## src/rtl/button_irq_slave_if.sv

```systemverilog
// Avalon-MM slave bus bundle plus the level interrupt returned to the master.
// Read, write, address, data and byte enables flow master to slave; readdata, waitrequest and irq flow back.
interface button_irq_slave_if;
    logic [1:0]  avl_address;
    logic        avl_read;
    logic        avl_write;
    logic [31:0] avl_writedata;
    logic [3:0]  avl_byteenable;
    logic [31:0] avl_readdata;
    logic        avl_waitrequest;
    logic        irq;

    modport master (
        output avl_address, avl_read, avl_write, avl_writedata, avl_byteenable,
        input  avl_readdata, avl_waitrequest, irq
    );

    modport slave (
        input  avl_address, avl_read, avl_write, avl_writedata, avl_byteenable,
        output avl_readdata, avl_waitrequest, irq
    );
endinterface

```

## src/rtl/button_irq_slave.sv

```systemverilog
// Button input block: 2-flop sync, per-bit debounce, sticky edge latch, masked level irq; writes single-cycle.
// Reads take one wait cycle (waitrequest high in the request cycle, data in the next); a read paired with a write is dropped.
module button_irq_slave #(
    parameter int               WIDTH           = 8,
    parameter int               DEBOUNCE_CYCLES = 16,
    parameter logic [WIDTH-1:0] RESET_LEVEL     = {WIDTH{1'b1}}
) (
    input  logic                 clk,
    input  logic                 rst_n,
    button_irq_slave_if.slave    bus,
    input  logic [WIDTH-1:0]     pins_in
);
    localparam int              CNT_W   = (DEBOUNCE_CYCLES > 1) ? $clog2(DEBOUNCE_CYCLES) : 1;
    localparam logic [CNT_W-1:0] CNT_MAX = CNT_W'(DEBOUNCE_CYCLES - 1);

    typedef enum logic {S_IDLE, S_RESP} state_t;

    logic [WIDTH-1:0] sync1_q, sync1_d, sync2_q, sync2_d;
    logic [WIDTH-1:0] stable_q, stable_d, edge_q, edge_d, mask_q, mask_d;
    logic [CNT_W-1:0] cnt_q [WIDTH];
    logic [CNT_W-1:0] cnt_d [WIDTH];
    logic [1:0]       ctrl_q, ctrl_d;
    logic             irq_q, irq_d;
    state_t           state_q, state_d;
    logic [31:0]      cap_q, cap_d;

    logic [31:0]      lane_mask;
    logic [31:0]      wr_word;
    logic [WIDTH-1:0] wr_bits, rise, fall, set_bits;
    logic             wr_edge, wr_mask, wr_ctrl;
    logic [31:0]      rd_val;

    always_comb begin
        lane_mask = {{8{bus.avl_byteenable[3]}}, {8{bus.avl_byteenable[2]}},
                     {8{bus.avl_byteenable[1]}}, {8{bus.avl_byteenable[0]}}};
        wr_word   = bus.avl_writedata & lane_mask;
        wr_bits   = wr_word[WIDTH-1:0];
        wr_edge   = bus.avl_write && (bus.avl_address == 2'd1);
        wr_mask   = bus.avl_write && (bus.avl_address == 2'd2);
        wr_ctrl   = bus.avl_write && (bus.avl_address == 2'd3) && bus.avl_byteenable[0];
    end

    // A level change is accepted only after DEBOUNCE_CYCLES consecutive disagreeing samples.
    always_comb begin
        sync1_d  = pins_in;
        sync2_d  = sync1_q;
        stable_d = stable_q;
        for (int i = 0; i < WIDTH; i++) begin
            cnt_d[i] = '0;
            if (sync2_q[i] != stable_q[i]) begin
                if (cnt_q[i] == CNT_MAX) begin
                    stable_d[i] = sync2_q[i];
                end else begin
                    cnt_d[i] = cnt_q[i] + CNT_W'(1);
                end
            end
        end
    end

    // Set beats a same-cycle W1C; irq follows the registered EDGE/MASK one edge later.
    always_comb begin
        rise     = stable_d & ~stable_q;
        fall     = ~stable_d & stable_q;
        set_bits = (rise & {WIDTH{ctrl_q[0]}}) | (fall & {WIDTH{ctrl_q[1]}});
        edge_d   = (edge_q & ~(wr_edge ? wr_bits : '0)) | set_bits;
        mask_d   = wr_mask ? ((mask_q & ~lane_mask[WIDTH-1:0]) | wr_bits) : mask_q;
        ctrl_d   = wr_ctrl ? bus.avl_writedata[1:0] : ctrl_q;
        irq_d    = |(edge_q & mask_q);
    end

    always_comb begin
        rd_val = '0;
        case (bus.avl_address)
            2'd0:    rd_val = 32'(stable_q);
            2'd1:    rd_val = 32'(edge_q);
            2'd2:    rd_val = 32'(mask_q);
            default: rd_val = {30'd0, ctrl_q};
        endcase
    end

    // waitrequest is gated by rst_n so a stalled master is released the moment reset asserts.
    always_comb begin
        state_d             = state_q;
        cap_d               = cap_q;
        bus.avl_waitrequest = 1'b0;
        bus.avl_readdata    = '0;
        case (state_q)
            S_IDLE: begin
                if (bus.avl_read && !bus.avl_write) begin
                    bus.avl_waitrequest = rst_n;
                    cap_d               = rd_val;
                    state_d             = S_RESP;
                end
            end
            default: begin
                bus.avl_readdata = cap_q;
                state_d          = S_IDLE;
            end
        endcase
    end

    assign bus.irq = irq_q;

    always_ff @(posedge clk or negedge rst_n) begin
        if (!rst_n) begin
            sync1_q  <= RESET_LEVEL;
            sync2_q  <= RESET_LEVEL;
            stable_q <= RESET_LEVEL;
            for (int i = 0; i < WIDTH; i++) cnt_q[i] <= '0;
            edge_q   <= '0;
            mask_q   <= '0;
            ctrl_q   <= 2'b01;
            irq_q    <= 1'b0;
            state_q  <= S_IDLE;
            cap_q    <= '0;
        end else begin
            sync1_q  <= sync1_d;
            sync2_q  <= sync2_d;
            stable_q <= stable_d;
            for (int i = 0; i < WIDTH; i++) cnt_q[i] <= cnt_d[i];
            edge_q   <= edge_d;
            mask_q   <= mask_d;
            ctrl_q   <= ctrl_d;
            irq_q    <= irq_d;
            state_q  <= state_d;
            cap_q    <= cap_d;
        end
    end
endmodule

```

## src/flat_wrapper.sv

```systemverilog
// flat-port wrapper written by rule: the top's interface ports become plain ports
module button_irq_slave_flat 
#(
    parameter int               WIDTH           = 8,
    parameter int               DEBOUNCE_CYCLES = 16,
    parameter logic [WIDTH-1:0] RESET_LEVEL     = {WIDTH{1'b1}}
)
  (clk, rst_n, pins_in, bus_avl_address, bus_avl_read, bus_avl_write, bus_avl_writedata, bus_avl_byteenable, bus_avl_readdata, bus_avl_waitrequest, bus_irq);
  button_irq_slave_if bus_i ();
  input  logic clk;
  input  logic rst_n;
  input  logic [WIDTH-1:0] pins_in;
  input wire logic [$bits(bus_i.avl_address)-1:0] bus_avl_address;
  input wire logic [$bits(bus_i.avl_read)-1:0] bus_avl_read;
  input wire logic [$bits(bus_i.avl_write)-1:0] bus_avl_write;
  input wire logic [$bits(bus_i.avl_writedata)-1:0] bus_avl_writedata;
  input wire logic [$bits(bus_i.avl_byteenable)-1:0] bus_avl_byteenable;
  output wire logic [$bits(bus_i.avl_readdata)-1:0] bus_avl_readdata;
  output wire logic [$bits(bus_i.avl_waitrequest)-1:0] bus_avl_waitrequest;
  output wire logic [$bits(bus_i.irq)-1:0] bus_irq;
  assign bus_i.avl_address = bus_avl_address;
  assign bus_i.avl_read = bus_avl_read;
  assign bus_i.avl_write = bus_avl_write;
  assign bus_i.avl_writedata = bus_avl_writedata;
  assign bus_i.avl_byteenable = bus_avl_byteenable;
  assign bus_avl_readdata = bus_i.avl_readdata;
  assign bus_avl_waitrequest = bus_i.avl_waitrequest;
  assign bus_irq = bus_i.irq;
  button_irq_slave #(.WIDTH(WIDTH), .DEBOUNCE_CYCLES(DEBOUNCE_CYCLES), .RESET_LEVEL(RESET_LEVEL)) u_core (.clk(clk), .rst_n(rst_n), .bus(bus_i), .pins_in(pins_in));
endmodule
```

## config.mk

```make
export PLATFORM = sky130hd
export DESIGN_NAME = button_irq_slave_flat
export DESIGN_NICKNAME = d
export VERILOG_FILES = /design/src/rtl/button_irq_slave_if.sv /design/src/rtl/button_irq_slave.sv /design/src/flat_wrapper.sv
export SDC_FILE = /design/constraint.sdc
export NUM_CORES = 1
export LEC_CHECK = 0
export ABC_AREA = 1
export CAP_MARGIN = 20
export CORE_MARGIN = 2
export CORE_UTILIZATION = 51
export DETAILED_ROUTE_END_ITERATION = 7
export GPL_TIMING_DRIVEN = 0
export PLACE_DENSITY = 0.8
export SLEW_MARGIN = 20
export SYNTH_ARGS = -nofsm -noshare
export SYNTH_HDL_FRONTEND = slang
export SYNTH_SLANG_ARGS = --single-unit
```

## constraint.sdc

```tcl
create_clock -name clk -period 1.36 [get_ports clk]
set_input_delay 0.136 -clock clk [delete_from_list [all_inputs] [get_ports clk]]
set_output_delay 0.136 -clock clk [all_outputs]
set_load 0.05 [all_outputs]
```

* Yosys cells after proc, flatten, opt, wreduce, memory -nomap -nowiden
Index checks and enable logic that the tools add are counted.
** Storage, ports and cells
- Register bits :: 108
- Bits of input ports :: 50
- Output and inout bits :: 34
- Logic and storage cells :: 108
** Cells by class
- $add $sub $neg :: 8
- Equal/unequal tests :: 19
- Muxes and demuxes :: 39
- Bitwise logic cells :: 16
- Reductions and logical operators :: 9
** Operator list (number)
- AND 8 bit :: 8
- two-way mux 4 bit :: 16
- adder 4 x 1 -> 4 bit (second input constant) :: 8
- equality test 4 bit (second input constant) :: 8
- two-way mux 32 bit :: 1
- NOT 8 bit :: 4
- bitwise OR 8 bit :: 3
- case mux 8 bit (3 select lines) :: 1
- two-way mux 1 bit :: 20
- two-way mux 8 bit :: 1
- != test 1 bit :: 8
- OR reduction 8 bit :: 1
- logical AND 1 bit :: 5
- equality test 2 bit (second input constant) :: 2
- equality test 2 x 1 -> 1 bit (second input constant) :: 1
- logical NOT 2 bit :: 1
- AND reduction 2 bit :: 1
- logical NOT 1 bit :: 1
- NOT 1 bit :: 1

* Depth between registers and ports, before layout
- Depth in word-level cells :: 8
- Gate-level depth with buffers :: 7
- Mapped depth without buffers :: 5

* Worst setup path after synthesis
No wires, ideal clock.
- Path kind :: reg-to-output
- Start :: register u_core.state_q
- End :: output bus_avl_waitrequest
- Arrival time :: 1439 ps
- Data required time :: 1224 ps
- Setup slack :: -215 ps
- Stages on the path, launching flop included :: 6
- Buffers on the path :: 2
- Cells stage by stage :: dfrtp_1 > buf_2 > nor2_1 > nand2_1 > buf_6 > nor2_1
** On the way
- Longest elaborated chain between the ends :: 1
** Ends and longest elaborated chain
- start, declared :: RTL line button_irq_slave.sv:24 : state_t state_q, state_d;
- start signal, assigned :: RTL line button_irq_slave.sv:125 : state_q <= state_d;
- two-way mux 1 bit :: RTL line button_irq_slave.sv:87 : case (state_q)
- end, declared :: RTL line flat_wrapper.sv:19 : output wire logic [$bits(bus_i.avl_waitrequest)-1:0] bus_avl_waitrequest;
Every way passes these cells.

* Worst setup path in the final report
Same ends and word-level chain as after synthesis.

==> results.txt <==
Status: complete, but fails checks
Failing checks: negative hold slack, negative setup slack
Area share of the largest cell type after synthesis: 37.2%
Post-CTS Hold Buffers: 2
Critical path endpoint category: output port
Min Hold Slack: -0.106 ns
Filler cells: 622
Tot GR Track Use: 19.4%
MaxCap Viol Count: 0
Final setup viols: 1
Initial antenna violation count: 0
Synthesized instance count: 457
Slew Viols, Final: 0
Die X: 92.2 µm
CTS HTree Levels: 3
Clk_lat worst skew: 0.36 ns
Leakage power: 2.46 nW
YS warnings: 0
PnR worst setup slack: -0.160 ns
Net Sw Frac: 27.0%
Total Nets Final: 590
Synthesized area per cell: 8.68 µm²
Die Y: 92.2 µm
Internal: 4.40 mW
Area grow syn2layout: 22.6%
Drt wl/cell: 11.7 µm
Min Tclk post-route: 1.52 ns
Worst Setup SP: u_core.state_q
Via density: 4.80
CP Data Arrival Time: 1.38 ns
Logic pwr share: 16.5%
Worst reg2reg path depth: 7
Global route overflow: 0
Critical path destination: bus_avl_waitrequest
Synthesized cell area: 3970 µm²
Placed cells: 615
Synth area leader: dfrtp_1
#FFs+latches synth: 84
P_sw: 1.63 mW
Predominant post-synthesis flop cell: dfrtp_1
Clk Tree Root Cell: clkbuf_8
Fin util: 63.6%
Setup CP Type: register to output port
CTS max path bufs: 2
Initial core utilization: 51.8%
Core ar.: 7650 µm²
First-pass GRT wire length: 12900 µm
Relative slew slack: 62.3%
R2R Path End: u_core.cap_q[0]
Fmax: 658 MHz
Vias: 3069
Clk_skew: 0.0135 ns
Data required time at the worst endpoint: 1.22 ns
CP Launch Type: register
Detail Route Antenna Nets: 0
Port bufs: 32
Peak VDD IR: 0.000585 V
Ys async rst share: 100%
RSZ-0062 raised after global routing: true
Flop pwr share: 48.5%
Top cells by area, synth: dfrtp_1 (37%), dfstp_2 (17%), nand2_1 (12%)
Gpl congestion: 0.816
Num CTS Buffers: 9
Clock Pin Slew Worst Setup and Hold Paths: 0.08 ns
Share of cells above drive strength 1: 20.9%
Initial DRC Count: 209
Post-synth EDFFs: 0
Most common cell in the netlist: nand2_1
Final instance area: 4860 µm²
CTS tree: built
Row count: 32
PwrDens: 1240 nW/µm²
Largest fanout on the critical path: 6
Worst-Margin Slew: 0.563 ns
R2r startpoint: u_core.state_q
Unique cell type count in the Yosys netlist: 22
Clock share of power: 35.0%
Sequential-to-total area share from yosys stat: 53.8%
DIE AREA: 8500 µm²
Post-synth top cells: nand2_1 (126), dfrtp_1 (59), inv_1 (53)
Fin crit share: 112%
Final HPWL DP: 5270 µm
Area after DPL: 4520 µm²
Layout Cells excl Fill: 639
CTS Sinks: 84
Place WS: -0.706 ns
DRT Wirelength: 7460 µm
Pre-antenna DRT Iters: 4
Final hold violation count: 51
Largest net degree at the start of global routing: 44
IO Pins: 84
Vias in the first global route: 2946
N_diodes: 0
Min-delay worst type: input port to asynchronous set/reset pin
Flop2flop setup slack: 0.09 ns
Remaining DRCs: 0
final cells by class:
class,instances,area (µm²),area share [%]
multi-input cells,312,1510,31.0
well taps,102,128,2.62
inverters,54,203,4.17
flip-flops and latches,84,2130,43.9
plain buffers,29,220,4.53
clock buffers,12,145,2.99
repair buffers,42,429,8.83
clock inverters,4,97.6,2.01
state kept, by name, summed over array words and instances (netlist names), named ones only:
signal,flops
u_core.edge_q,8
u_core.sync1_q,8
u_core.cap_q,8
u_core.cnt_q,32
u_core.sync2_q,8
u_core.bus.irq,1
u_core.ctrl_q,2
u_core.stable_q,8
u_core.state_q,1
worst min path at each step:
| stage | from | endpoint | slack, ns | cells past startpoint |
|---|---|---|---|---|
| after floorplan | rst_n | asynchronous set/reset pin | -0.16 | 0 |
| after global placement | u_core.sync1_q[4] | u_core.sync2_q[4] | 0.35 | 0 |
| after global routing | rst_n | u_core.sync2_q[6] | -0.09 | 1 |
| after CTS | rst_n | u_core.stable_q[6] | -0.11 | 1 |
| final | rst_n | u_core.sync2_q[6] | -0.11 | 1 |
| after detailed placement | rst_n | u_core.cnt_q[7] | 0.15 | 1 |
per-stage QoR:
stage	setup TNS, ns	total power [mW]	hold WS, ns
2_1_floorplan	0	3.62	-0.160
3_3_place_gp	-211.29	3.89	0.346
3_5_place_dp	-4.59	3.94	0.155
4_1_cts	-0.204	6.06	-0.111
5_1_grt	-0.442	6.34	-0.0866
6_report	-0.160	6.03	-0.106
power by group through the flow:
| stage | logic [mW] | clock network, mW | registers [mW] |
|---|---|---|---|
| global placement | 0.939 | 0 | 2.95 |
| detailed placement | 0.971 | 0 | 2.96 |
| finish | 0.996 | 2.11 | 2.92 |
| floorplan | 0.641 | 0 | 2.97 |
| CTS | 0.969 | 2.17 | 2.92 |
| global route | 1.10 | 2.27 | 2.96 |
cell families after synthesis:
group / synth area share (%)
flops: 53.8
compound gates: 8.71
xor+xnor: 0.221
other cells: 0.0946
fa+ha+maj: 2.52
buf+inv: 10.8
simple gates: 23.9
cells in the final DEF (no fill, tap or decap), types with 2 or more instances in the layout:
cell             netlist  final
nand2_2                0      2
o21ai_2                8      8
dfrtp_1               59     58
ha_1                   8      8
nand3_1               47     47
dfstp_2               25     25
a21boi_0               8      8
clkbuf_8               0     10
o21ai_0               33     33
buf_4                 25     33
nand4_1                9      9
buf_12                 0      3
clkdlybuf4s50_1        0     21
buf_2                  3      4
or2_2                  7      7
clkbuf_1               0      2
nand2_1              126    124
bufinv_16              0      3
conb_1                 1     24
nor2_1                28     26
a21oi_1               10     10
inv_1                 53     53
nor2_4                 1      2
buf_6                  2      9
worst max-delay path, cell delays in order (launching register included):
cell     delay [ns]
dfrtp_2        0.44
nor2_2         0.14
nand2_2        0.08
buf_6          0.14
nor2_4         0.08
buf_6          0.16
layer usage:
layer,up-vias,track usage (%),routed length [µm]
li1,1562,-,-
met3,11,4.44,378
met2,80,32.7,3800
met5,-,0,0
met4,0,7.09,106
met1,1416,24.6,3170
what timing repair did:
action / CTS / global route
setup buffers: 1 / 6
endpoints found under the hold margin: 27 / 41
gates resized for setup: 49 / 23
pin swaps: 1 / 2
endpoints found under the setup margin: 10 / 8
Note: power is estimated with default switching activity, not from simulation.
